==> src/rtl/rx_scrambler_pkg.sv <==
// rtl/rx_scrambler_pkg.sv - shared states and constants for the 802.11a receive descrambler
package rx_scrambler_pkg;

  typedef enum logic [2:0] {
    ST_IDLE,
    ST_SEED,
    ST_SERVICE,
    ST_PSDU,
    ST_TAIL,
    ST_PAD
  } state_e;

  localparam int SEED_LEN    = 7;
  localparam int SERVICE_LEN = 16;
  localparam int TAIL_LEN    = 6;
  localparam int LFSR_TAP_HI = 6;
  localparam int LFSR_TAP_LO = 3;
  localparam int NDBPS_MIN   = 24;

endpackage

==> src/rtl/descrambler_lfsr.sv <==
// rtl/descrambler_lfsr.sv - x^7+x^4+1 seed capture and keystream register
module descrambler_lfsr
  import rx_scrambler_pkg::*;
(
  input  logic clk_i,
  input  logic rst_i,
  input  logic load_i,
  input  logic step_i,
  input  logic bit_i,
  output logic key_o
);

  logic [SEED_LEN-1:0] s_q, s_d;

  assign key_o = s_q[LFSR_TAP_HI] ^ s_q[LFSR_TAP_LO];

  // Seed bits are received scrambled-zero, i.e. raw keystream, so they shift in directly.
  always_comb begin
    s_d = s_q;
    if (load_i) begin
      s_d = {s_q[SEED_LEN-2:0], bit_i};
    end else if (step_i) begin
      s_d = {s_q[SEED_LEN-2:0], key_o};
    end
  end

  always_ff @(posedge clk_i or posedge rst_i) begin
    if (rst_i) begin
      s_q <= '0;
    end else begin
      s_q <= s_d;
    end
  end

endmodule

==> src/rtl/descrambler_frame_ctrl.sv <==
// rtl/descrambler_frame_ctrl.sv - DATA-field sequencer: seed recovery, SERVICE check, PSDU forward, tail/pad drop
module descrambler_frame_ctrl
  import rx_scrambler_pkg::*;
#(
  parameter int LEN_W   = 12,
  parameter int NDBPS_W = 8
) (
  input  logic               clk_i,
  input  logic               rst_i,
  input  logic               start_i,
  input  logic [LEN_W-1:0]   length_i,
  input  logic [NDBPS_W-1:0] ndbps_i,
  input  logic               in_valid_i,
  input  logic               in_bit_i,
  output logic               out_valid_o,
  output logic               out_bit_o,
  output logic               out_last_o,
  output logic               busy_o,
  output logic               done_o,
  output logic               service_err_o,
  output logic               rate_err_o
);

  localparam int CNT_W = LEN_W + 3;

  state_e             state_q, state_d;
  logic [CNT_W-1:0]   cnt_q, cnt_d;
  logic [NDBPS_W-1:0] sym_q, sym_d;
  logic [NDBPS_W-1:0] ndbps_q, ndbps_d;
  logic [LEN_W-1:0]   len_q, len_d;
  logic               out_valid_q, out_valid_d;
  logic               out_bit_q, out_bit_d;
  logic               out_last_q, out_last_d;
  logic               done_q, done_d;
  logic               serr_q, serr_d;
  logic               rerr_q, rerr_d;
  logic               lfsr_load, lfsr_step, key, descr, sym_wrap;
  logic [CNT_W-1:0]   psdu_bits;

  descrambler_lfsr u_lfsr (
    .clk_i  (clk_i),
    .rst_i  (rst_i),
    .load_i (lfsr_load),
    .step_i (lfsr_step),
    .bit_i  (in_bit_i),
    .key_o  (key)
  );

  assign descr     = in_bit_i ^ key;
  assign sym_wrap  = (sym_q == ndbps_q - 1'b1);
  assign psdu_bits = {len_q, 3'b000};

  always_comb begin
    state_d     = state_q;
    cnt_d       = cnt_q;
    sym_d       = sym_q;
    ndbps_d     = ndbps_q;
    len_d       = len_q;
    out_valid_d = 1'b0;
    out_bit_d   = 1'b0;
    out_last_d  = 1'b0;
    done_d      = 1'b0;
    serr_d      = serr_q;
    rerr_d      = rerr_q;
    lfsr_load   = 1'b0;
    lfsr_step   = 1'b0;
    // Start wins over any frame in flight; a bit arriving with it is the first seed bit.
    if (start_i) begin
      serr_d  = 1'b0;
      cnt_d   = '0;
      sym_d   = '0;
      if (ndbps_i < NDBPS_W'(NDBPS_MIN)) begin
        rerr_d  = 1'b1;
        state_d = ST_IDLE;
      end else begin
        rerr_d  = 1'b0;
        len_d   = length_i;
        ndbps_d = ndbps_i;
        state_d = ST_SEED;
        if (in_valid_i) begin
          lfsr_load = 1'b1;
          cnt_d     = CNT_W'(1);
          sym_d     = NDBPS_W'(1);
        end
      end
    end else if (in_valid_i && state_q != ST_IDLE) begin
      sym_d     = sym_wrap ? '0 : sym_q + 1'b1;
      cnt_d     = cnt_q + 1'b1;
      lfsr_step = 1'b1;
      case (state_q)
        ST_SEED: begin
          lfsr_step = 1'b0;
          lfsr_load = 1'b1;
          if (cnt_q == CNT_W'(SEED_LEN - 1)) begin
            cnt_d   = '0;
            state_d = ST_SERVICE;
          end
        end
        ST_SERVICE: begin
          if (descr) serr_d = 1'b1;
          if (cnt_q == CNT_W'(SERVICE_LEN - SEED_LEN - 1)) begin
            cnt_d   = '0;
            state_d = (len_q == '0) ? ST_TAIL : ST_PSDU;
          end
        end
        ST_PSDU: begin
          out_valid_d = 1'b1;
          out_bit_d   = descr;
          if (cnt_q == psdu_bits - 1'b1) begin
            out_last_d = 1'b1;
            cnt_d      = '0;
            state_d    = ST_TAIL;
          end
        end
        ST_TAIL: begin
          if (cnt_q == CNT_W'(TAIL_LEN - 1)) begin
            cnt_d = '0;
            if (sym_wrap) begin
              state_d = ST_IDLE;
              done_d  = 1'b1;
            end else begin
              state_d = ST_PAD;
            end
          end
        end
        ST_PAD: begin
          if (sym_wrap) begin
            cnt_d   = '0;
            state_d = ST_IDLE;
            done_d  = 1'b1;
          end
        end
        default: ;
      endcase
    end
  end

  always_ff @(posedge clk_i or posedge rst_i) begin
    if (rst_i) begin
      state_q     <= ST_IDLE;
      cnt_q       <= '0;
      sym_q       <= '0;
      ndbps_q     <= '0;
      len_q       <= '0;
      out_valid_q <= 1'b0;
      out_bit_q   <= 1'b0;
      out_last_q  <= 1'b0;
      done_q      <= 1'b0;
      serr_q      <= 1'b0;
      rerr_q      <= 1'b0;
    end else begin
      state_q     <= state_d;
      cnt_q       <= cnt_d;
      sym_q       <= sym_d;
      ndbps_q     <= ndbps_d;
      len_q       <= len_d;
      out_valid_q <= out_valid_d;
      out_bit_q   <= out_bit_d;
      out_last_q  <= out_last_d;
      done_q      <= done_d;
      serr_q      <= serr_d;
      rerr_q      <= rerr_d;
    end
  end

  assign out_valid_o   = out_valid_q;
  assign out_bit_o     = out_bit_q;
  assign out_last_o    = out_last_q;
  assign busy_o        = (state_q != ST_IDLE);
  assign done_o        = done_q;
  assign service_err_o = serr_q;
  assign rate_err_o    = rerr_q;

endmodule

==> config.mk <==
export PLATFORM = sky130hd
export DESIGN_NAME = descrambler_frame_ctrl
export DESIGN_NICKNAME = d
export VERILOG_FILES = /design/src/rtl/rx_scrambler_pkg.sv /design/src/rtl/descrambler_lfsr.sv /design/src/rtl/descrambler_frame_ctrl.sv
export SDC_FILE = /design/constraint.sdc
export NUM_CORES = 1
export LEC_CHECK = 0
export BUFFER_PORTS_ARGS = -buffer_cell sky130_fd_sc_hd__clkbuf_2
export CAP_MARGIN = 20
export CORE_ASPECT_RATIO = 0.6
export CORE_MARGIN = 2
export CORE_UTILIZATION = 35
export DETAILED_ROUTE_END_ITERATION = 8
export GPL_ROUTABILITY_DRIVEN = 0
export PLACE_DENSITY = 0.53
export SYNTH_ARGS = -nofsm -noshare
export SYNTH_HDL_FRONTEND = slang
export SYNTH_SLANG_ARGS = --single-unit
==> constraint.sdc <==
create_clock -name clk_i -period 3.1 [get_ports clk_i]
set_input_delay 0.465 -clock clk_i [delete_from_list [all_inputs] [get_ports clk_i]]
set_output_delay 0.465 -clock clk_i [all_outputs]
set_load 0.02 [all_outputs]
==> results of run 1 <==
[kinds of logic (layout without fill, tap and decap cells)]
kind of cell	after synthesis	after routing	share of synthesized area, %
simple gates	199	199	28.0
compound gates	84	84	15.2
flops	59	59	40.9
buf+inv	34	99	3.78
xor+xnor	26	26	6.31
fa+ha+maj	9	9	3.12
mux	9	9	2.70
[critical path: cells and delay by family, from the launching register on]
| kind | cells | cell delay, ns |
|---|---|---|
| DFF | 1 | 0.41 |
| and+or+nand+nor | 3 | 1.49 |
| AOI/OAI and AO/OA | 4 | 0.82 |
| xor gates and xnor gates | 1 | 0.22 |
[cell type report]
cell class	count	area, µm²	share of cell area, %
clock buffer	12	256	5.71
clock inverter	4	25.0	0.557
inverter	19	71.3	1.59
multi-input combinational	327	2070	46.2
sequential	59	1480	32.9
tap	135	169	3.76
timing repair buffer	64	418	9.31
[stage by stage]
step / setup TNS, ns / hold slack (ns) / std cells / setup WS (ns) / power (W)
after floorplan: 0 / 0.475 / 420 / 0.103 / 0.00134
after global placement: 0 / 0.481 / 597 / 0.0901 / 0.00153
after detailed placement: -0.0172 / 0.492 / 597 / -0.0172 / 0.00153
after CTS: 0 / 0.318 / 615 / 0.0242 / 0.00251
after global routing: -0.0371 / 0.321 / 620 / -0.0371 / 0.00268
final: 0 / 0.327 / 620 / 0.0891 / 0.00252
[repair_timing]
item	in CTS	in global routing
setup endpoints to repair	2	17
resized for setup	2	15
hold buffers	0	1
setup buffers	2	3
pin swaps	1	4
endpoints found under the hold margin	0	3
[flip-flops by register name (all words and copies together), names as in the netlist]
| name | flops |
|---|---|
| done_o | 1 |
| cnt_q | 15 |
| ndbps_q | 8 |
| len_q | 12 |
| u_lfsr.s_q | 7 |
| out_valid_o | 1 |
| state_q | 3 |
| out_last_o | 1 |
| service_err_o | 1 |
| rate_err_o | 1 |
| sym_q | 8 |
| out_bit_o | 1 |
[layer usage]
layer | part of all wire, % | wire (µm) | GRT usage (%) | vias to the layer above
met5 | 0 | 0 | 0 | -
met2 | 35 | 3480 | 23.0 | 121
li1 | - | - | - | 1617
met1 | 55 | 5510 | 30.9 | 1562
met4 | 0.65 | 65 | 3.75 | 0
met3 | 9.0 | 899 | 6.35 | 8
[worst min-delay path by stage]
stage                                    startpoint                   endpoint  slack, ns  cells past startpoint
after floorplan           u_lfsr.s_q[1]$_DFFE_PP0P_  u_lfsr.s_q[1]$_DFFE_PP0P_       0.47                      1
after global placement       rate_err_o$_DFFE_PP0P_     rate_err_o$_DFFE_PP0P_       0.48                      2
after detailed placement  u_lfsr.s_q[2]$_DFFE_PP0P_  u_lfsr.s_q[3]$_DFFE_PP0P_       0.49                      1
after CTS                               length_i[5]       len_q[5]$_DFFE_PP0P_       0.32                      3
after global routing                    length_i[5]       len_q[5]$_DFFE_PP0P_       0.32                      3
final                                   length_i[4]       len_q[4]$_DFFE_PP0P_       0.33                      3
[where the power goes]
group          leakage (nW)  internal, W  switching (W)
clock network         0.135     0.000581       0.000354
logic                  1.11     0.000284       0.000342
registers             0.759     0.000866      0.0000928
total                  2.01      0.00173       0.000789
[cells in the final DEF (no fill, tap or decap), drive strengths merged, types with 3 or more instances in the layout]
cell and instances:
a211oi 3, a21oi 11, a22o 4, a31oi 9
and2 6, and3 7, and3b 5, buf 32
clkbuf 43, clkinv 3, dfrtp 59, ha 9
inv 18, mux2 6, mux2i 3, nand2 72
nand2b 10, nand3 21, nand3b 4, nand4b 3
nor2 25, nor2b 6, nor3 13, nor3b 3
nor4 10, o21a 3, o21ai 29, o31ai 4
or3 4, or4 4, xnor2 17, xor2 9
==> results_dict.tcl, run 1 <==
set metrics [dict create \
    io-pin-count 32 \
    placed_cell_area_um2 4070 \
    cts_root_buffer "clkbuf_16" \
    drc 0 \
    crit_path_start_kind "flip-flop" \
    grt_start_max_net_pins 47 \
    viasPerCell 5.34 \
    synth-async-reset-ratio_pct 100 \
    critPathMaxStageDelay_ns 0.58 \
    fillCellCount 1004 \
    grt.overflow.total 0 \
    clockBufferDepth 2 \
    cp_cell_sequence "or4_1 > or3_1 > xnor2_1 > a31oi_2 > o41ai_2 > a31oi_2 > or4_4 > a21oi_2" \
    avgSynthCellArea_um2 8.59 \
    crit_start "len_q[6]$_DFFE_PP0P_" \
    io_buffers 31 \
    ys_seq_area_share_pct 40.9 \
    first_iter_violations 218 \
    end_kind "flip-flop" \
    utilization_pct 45.1 \
    die_y_um 82.7 \
    power_leakage_nw 2.01 \
    post-dp-hpwl_mm 7.47 \
    path_clk_slew_ns 0.05 \
    worst_pin_slew_ns 0.641 \
    cts_sinks 59 \
    synth_edf_count 0 \
    dieArea_um2 11200 \
    core_um2 9950 \
    synth_common_cells "72 x nand2_1, 59 x dfrtp_1, 28 x o21ai_0, 24 x nor2_1, 21 x nand3_1" \
    hold_class "primary input to flip-flop" \
    syn2layout_area_growth_pct 24.4 \
    drive_gt1_share_pct 22.1 \
    antenna_cells 0 \
    ir_worst_vdd_uv 267 \
    syn_nets 454 \
    skew_ns 0.00593 \
    fin_area_um2 4490 \
    die_w_um 135 \
    yosys.area.top_type "dfrtp_1" \
    r2r-start "len_q[6]$_DFFE_PP0P_" \
    drt_first_pass_iters 4 \
    synth_area_um2 3610 \
    period_share_pct 97.1 \
    ant_nets 0 \
    crit_end "state_q[2]$_DFFE_PP0P_" \
    cts_buffers 9 \
    grt_use_total_pct 19.0 \
    r2r_setup_slack_ns 0.09 \
    cp_slowest_cell "or4_1" \
    synth.top_cells.by_area "dfrtp_1 41%, nand2_1 7.5%, xnor2_1 4.1%, o21ai_0 3.9%, ha_1 3.1%" \
    worstRegToRegCells 8 \
    clk_latency_ns 0.33 \
    yosys.area.top_type_share_pct 40.9 \
    cp_max_fo 5 \
    antenna_found_initial 0 \
    synth_ff_type "dfrtp_1" \
    setup_violations 0 \
    powerDensity_nw_per_um2 561 \
    slew_headroom_pct 56.9 \
    hold_viol 0 \
    start_util_pct 36.3 \
    fmax_mhz 332 \
    crit_path_frequent_cell "a31oi_2" \
    r2r_end "state_q[2]$_DFFE_PP0P_" \
    synth_seq_cells 59 \
    critPathKind "flip-flop to flip-flop" \
    grt_pass1_wl_mm 16.1 \
    post-route-min-period_ns 3.01 \
    routed_wl_mm 9.96 \
    cts_tree "yes" \
    crit_required_ns 3.36 \
    yosys_warnings 0 \
    rows 28 \
    syn_inst 420 \
    cap_violations 0 \
    ys_types 60 \
    grt_pass1_vias 2928 \
    crit_arrival_ns 3.27 \
    vias 3308 \
    wl_per_cell_um 16.1 \
    synth_most_common_cell "nand2_1" \
    status "finished clean" \
    slew_violations 0 \
    nets 514 \
    htreeDepth 3 \
]
No activity file was read; power rests on OpenSTA's default activity.
==> inputs of run 2 (changes only) <==
--- a/config.mk
+++ b/config.mk
@@ -5,14 +5,14 @@
 export SDC_FILE = /design/constraint.sdc
 export NUM_CORES = 1
 export LEC_CHECK = 0
-export BUFFER_PORTS_ARGS = -buffer_cell sky130_fd_sc_hd__clkbuf_2
 export CAP_MARGIN = 20
 export CORE_ASPECT_RATIO = 0.6
 export CORE_MARGIN = 2
 export CORE_UTILIZATION = 35
 export DETAILED_ROUTE_END_ITERATION = 8
+export DONT_BUFFER_PORTS = 1
 export GPL_ROUTABILITY_DRIVEN = 0
-export PLACE_DENSITY = 0.53
+export PLACE_DENSITY = 0.51
 export SYNTH_ARGS = -nofsm -noshare
 export SYNTH_HDL_FRONTEND = slang
 export SYNTH_SLANG_ARGS = --single-unit
==> run 2 against run 1 <==
Clock power increased by 9%. Combinational power decreased by 8.6%. Register-to-register slack got worse by 0.03 ns. Sequential power increased by 1%. Sequential cell count unchanged. Global-route usage increased by 0.053 points. Critical path depth increased by 3. Via count decreased by 6.2%. Clock skew about the same. Worst hold slack got worse by 0.14 ns. Final cell count decreased by 6.3%.
==> results_dict.tcl, run 2 (synthesis results as in run 1) <==
set metrics [dict create \
    worst_hold_slack_ns 0.190 \
    place_ws_ns 0.0352 \
    cts_tree "yes" \
    vias 3102 \
    post-route-min-period_ns 3.05 \
    io_buffers 0 \
    crit_required_ns 3.36 \
    drive_gt1_share_pct 15.5 \
    rows 28 \
    clockBufferDepth 2 \
    setup_slack_ns 0.0547 \
    period_share_pct 98.2 \
    cts_root_buffer "clkbuf_16" \
    antenna_found_initial 0 \
    path_clk_slew_ns 0.05 \
    total_power_w 0.00256 \
    worst_pin_slew_ns 0.649 \
    ant_nets 0 \
    htreeDepth 3 \
    start_util_pct 36.3 \
    drt_first_pass_iters 4 \
    io-pin-count 32 \
    ir_worst_vdd_uv 267 \
    powerDensity_nw_per_um2 592 \
    cp_num_buf_inv 2 \
    crit_arrival_ns 3.31 \
    clk_latency_ns 0.33 \
    cts_buffers 9 \
    wl_per_cell_um 16.6 \
    setup_violations 0 \
    antenna_cells 0 \
    post-dp-hpwl_mm 7.28 \
    reg.largest.list "cnt_q (15), len_q (12)" \
    crit_path_start_kind "flip-flop" \
    critical_path.top_delay_family "simple AND/OR/NAND/NOR gates" \
    first_iter_violations 244 \
    critPathMaxStageDelay_ns 0.56 \
    dieArea_um2 11200 \
    dp.cells 560 \
    cap_violations 0 \
    cp_slowest_cell "or4_1" \
    final_cell_mix "72 x nand2_1, 59 x dfrtp_1, 28 x o21ai_0" \
    syn2layout_area_growth_pct 19.5 \
    fin_cells 581 \
    cts_sinks 59 \
    fin_setup_tns_ns 0 \
    skew_ns 0.00567 \
    slew_violations 0 \
    hold_viol 0 \
    core_um2 9950 \
    viasPerCell 5.34 \
    power_leakage_nw 1.88 \
    die_y_um 82.7 \
    grt_pass1_wl_mm 16.0 \
    cp_cell_sequence "inv_2 > ha_1 > or4b_4 > buf_4 > nor3_4 > xnor2_2 > nand3_2 > o41ai_2 > a31oi_2 > or4_1 > a21oi_2" \
    final_common_cell "nand2_1" \
    fmax_mhz 328 \
    rsz0062_at_grt "yes" \
    grt_start_max_net_pins 48 \
    grt_use_total_pct 19.1 \
    status "finished clean" \
    slew_headroom_pct 56.4 \
    routed_wl_mm 9.62 \
    top_register "cnt_q" \
    cp_max_fo 5 \
    nets 477 \
    grt.overflow.total 0 \
    largest_reg_flops 15 \
    critPathKind "flip-flop to flip-flop" \
    drc 0 \
    grt_pass1_vias 2925 \
    end_kind "flip-flop" \
    hold_class "primary input to flip-flop" \
    die_w_um 135 \
]
## run 2: cell types whose count changed in the layout (fill, tap and decap cells not counted), sizes merged
| cell | previous run | this run |
|---|---|---|
| clkinvlp | 2 | 0 |
| clkinv | 3 | 2 |
| buf | 32 | 26 |
| clkbuf | 43 | 12 |
| bufinv | 0 | 1 |
## run 2: worst paths after layout
path                       slack, ns                 startpoint  cells past startpoint                         to
max                             0.05       len_q[0]$_DFFE_PP0P_                     11     state_q[2]$_DFFE_PP0P_
min                             0.19                    start_i                      1     state_q[2]$_DFFE_PP0P_
max reg2reg                     0.05       len_q[0]$_DFFE_PP0P_                     11     state_q[2]$_DFFE_PP0P_
min reg2reg                     0.50  u_lfsr.s_q[4]$_DFFE_PP0P_                      1  u_lfsr.s_q[4]$_DFFE_PP0P_
max in group asynchronous       1.90                      rst_i                      4      cnt_q[13]$_DFFE_PP0P_
min in group asynchronous       0.48                      rst_i                      2     rate_err_o$_DFFE_PP0P_
## run 2: cell type report
type,instances,area (µm²)
Fill cell,1003,5640
Multi-Input combinational cell,327,2080
Sequential cell,59,1480
Clock buffer,12,267
Timing Repair Buffer,27,218
Tap cell,135,169
Inverter,19,71.3
Clock inverter,2,35.0
## run 2: where the power goes
part           internal (W)  switching, W  leakage [nW]
clock              0.000676      0.000339         0.151
sequential         0.000866      0.000103         0.759
combinational      0.000261      0.000310         0.973
## run 2: timing repair
item,4_1_cts,5_1_grt
gates resized for setup,0,17
hold buffers,0,1
hold endpoints to repair,0,6
setup buffers,0,5
setup endpoints to repair,0,14
## run 2: layer usage
| metal | vias up | share of wire (%) | track usage [%] |
|---|---|---|---|
| met4 | 0 | 1.0 | 5.31 |
| met5 | - | 0 | 0 |
| met2 | 84 | 35 | 23.4 |
| li1 | 1530 | - | - |
| met1 | 1479 | 57 | 30.4 |
| met3 | 9 | 7.4 | 5.98 |
## run 2: metrics by stage
step	utilization (%)	area, µm²
after floorplan	-	3610
after global placement	38.9	3870
after detailed placement	38.9	3870
after CTS	41.9	4170
after global routing	43.4	4310
final	43.4	4310
==> inputs of run 3 (changes only) <==
==> constraint.sdc (replaced) <==
create_clock -name clk_i -period 2.5 [get_ports clk_i]
set_input_delay 0.375 -clock clk_i [delete_from_list [all_inputs] [get_ports clk_i]]
set_output_delay 0.375 -clock clk_i [all_outputs]
set_load 0.02 [all_outputs]
==> run 3 against run 2 <==
The run now ends with negative setup slack left. Wire length increased by 11%. Register-to-register slack lost 0.44 ns. Critical path depth shrank 3. Combinational power rose by 63%. Non-clock buffer count increased by 57. Largest cell class unchanged.
==> results_dict.tcl, run 3 (synthesis results as in run 1) <==
set metrics [dict create \
    grt_pass1_wl_mm 17.5 \
    grt.overflow.total 0 \
    grtUsageMet2_pct 26.6 \
    cp_max_fo 3 \
    rows 28 \
    setup_slack_ns -0.383 \
    critical_path.top_delay_family "simple AND/OR/NAND/NOR gates" \
    cts_buffers 9 \
    die_w_um 135 \
    post-dp-hpwl_mm 8.22 \
    critPathMaxStageDelay_ns 0.54 \
    r2r-start "len_q[0]$_DFFE_PP0P_" \
    antenna_cells 0 \
    final_cell_mix "80 x buf_4, 72 x nand2_1, 59 x dfrtp_1" \
    slew_headroom_pct 46.9 \
    htreeDepth 3 \
    worst_pin_slew_ns 0.789 \
    largest_reg_flops 15 \
    cap_violations 0 \
    cp_cell_sequence "or4_4 > o21a_1 > nor4_2 > and3b_2 > o41ai_2 > a31oi_2 > or4_1 > a21oi_1" \
    vias 3394 \
    setup_violations 18 \
    dieArea_um2 11200 \
    nets 534 \
    wl_per_cell_um 16.7 \
    grt_start_max_net_pins 34 \
    powerDensity_nw_per_um2 688 \
    failed_checks "negative setup slack" \
    drc 0 \
    drt_first_pass_iters 4 \
    antenna_found_initial 0 \
    status "complete, but fails checks" \
    cp_num_buf_inv 0 \
    cts_tree "yes" \
    cp_slowest_cell "or4_4" \
    ant_nets 0 \
    core_um2 9950 \
    fillCellCount 990 \
    fin_setup_tns_ns -4.25 \
    ir_worst_vdd_uv 383 \
    final_common_cell "buf_4" \
    syn2layout_area_growth_pct 34.4 \
    cts_sinks 59 \
    utilization_pct 48.8 \
    r2r_setup_slack_ns -0.38 \
    place_ws_ns -0.368 \
    viasPerCell 5.30 \
    crit_path_start_kind "flip-flop" \
    clk_latency_ns 0.33 \
    r2r_end "state_q[2]$_DFFE_PP0P_" \
    end_kind "flip-flop" \
    power_leakage_nw 2.18 \
    die_y_um 82.7 \
    reg.largest.list "cnt_q (15), len_q (12)" \
    grt.met3_usage_pct 6.65 \
    critPathKind "flip-flop to flip-flop" \
    slew_violations 0 \
    top_usage_layer "met1" \
    hold_viol 0 \
    cts_root_buffer "clkbuf_16" \
    worstRegToRegCells 8 \
    hold_class "primary input to asynchronous set/reset pin" \
    first_iter_violations 226 \
    holdBufCountCts 0 \
    period_share_pct 115 \
    path_clk_slew_ns 0.06 \
    io_buffers 0 \
    top_register "cnt_q" \
    crit_required_ns 2.76 \
    grt_use_total_pct 20.8 \
    fmax_mhz 347 \
    start_util_pct 36.3 \
    grt.met1_usage_pct 32.5 \
    drive_gt1_share_pct 28.7 \
    grt_pass1_vias 3258 \
    io-pin-count 32 \
    post-route-min-period_ns 2.88 \
    routed_wl_mm 10.7 \
    skew_ns 0.0106 \
    rsz0062_at_grt "yes" \
    clockBufferDepth 2 \
    crit_arrival_ns 3.15 \
]
run 3: cell types whose count changed in the layout (fill, tap and decap cells not counted), moves of 3 or more:
cell and delta:
a21oi_1 -3, a21oi_2 +3, buf_4 +55, buf_6 +3
nor4_1 -3, nor4_2 +3
run 3: metal layers:
layer	wire length, µm	vias to the layer above
met5	0	-
met4	70	0
met3	837	8
met2	3870	96
met1	5940	1640
li1	-	1650
run 3: how the worst max path moves through the flow:
stage          depth (start not counted)  slack (ns)                  from                     end
2_1_floorplan                          9       -0.30  len_q[5]$_DFFE_PP0P_  state_q[2]$_DFFE_PP0P_
3_5_place_dp                           9       -0.37  len_q[6]$_DFFE_PP0P_  state_q[1]$_DFFE_PP0P_
6_report                               8       -0.38  len_q[0]$_DFFE_PP0P_  state_q[2]$_DFFE_PP0P_
5_1_grt                                8       -0.47  len_q[0]$_DFFE_PP0P_  state_q[2]$_DFFE_PP0P_
3_3_place_gp                          10       -0.31  len_q[1]$_DFFE_PP0P_  state_q[2]$_DFFE_PP0P_
4_1_cts                                8       -0.33  len_q[0]$_DFFE_PP0P_  state_q[2]$_DFFE_PP0P_
run 3: repair_timing:
action / 4_1_cts / 5_1_grt
setup endpoints to repair: 18 / 24
setup buffers: 1 / 1
gates cloned: 1 / 0
pin swaps: 3 / 5
gates resized for setup: 8 / 24
run 3: report_power, final:
group | internal (W) | switching, W
logic | 0.000449 | 0.000482
registers | 0.00107 | 0.0000969
clock network | 0.000796 | 0.000440
total | 0.00232 | 0.00102
run 3: cell type report:
cell class	instances	area, µm²	area share (%)
timing repair buffer	84	654	13.5
clock inverter	4	50.0	1.03
tap	135	169	3.48
clock buffer	12	246	5.08
multi-input combinational	327	2180	45.0
sequential	59	1480	30.4
inverter	19	71.3	1.47
run 3: through the flow:
| stage | instances | cell area [µm²] | hold slack [ns] | power (W) |
|---|---|---|---|---|
| floorplan | 420 | 3670 | 0.475 | 0.00169 |
| global placement | 621 | 4390 | 0.366 | 0.00201 |
| detailed placement | 621 | 4390 | 0.379 | 0.00203 |
| CTS | 639 | 4730 | 0.0210 | 0.00330 |
| global route | 640 | 4850 | 0.0467 | 0.00354 |
| finish | 640 | 4850 | 0.00156 | 0.00334 |
run 3: worst reg2reg max path, stage by stage, from the launching register on:
cell and delay, ns:
dfrtp_1 0.40, or4_4 0.54, o21a_1 0.21, nor4_2 0.27, and3b_2 0.28, o41ai_2 0.34
a31oi_2 0.14, or4_1 0.48, a21oi_1 0.15
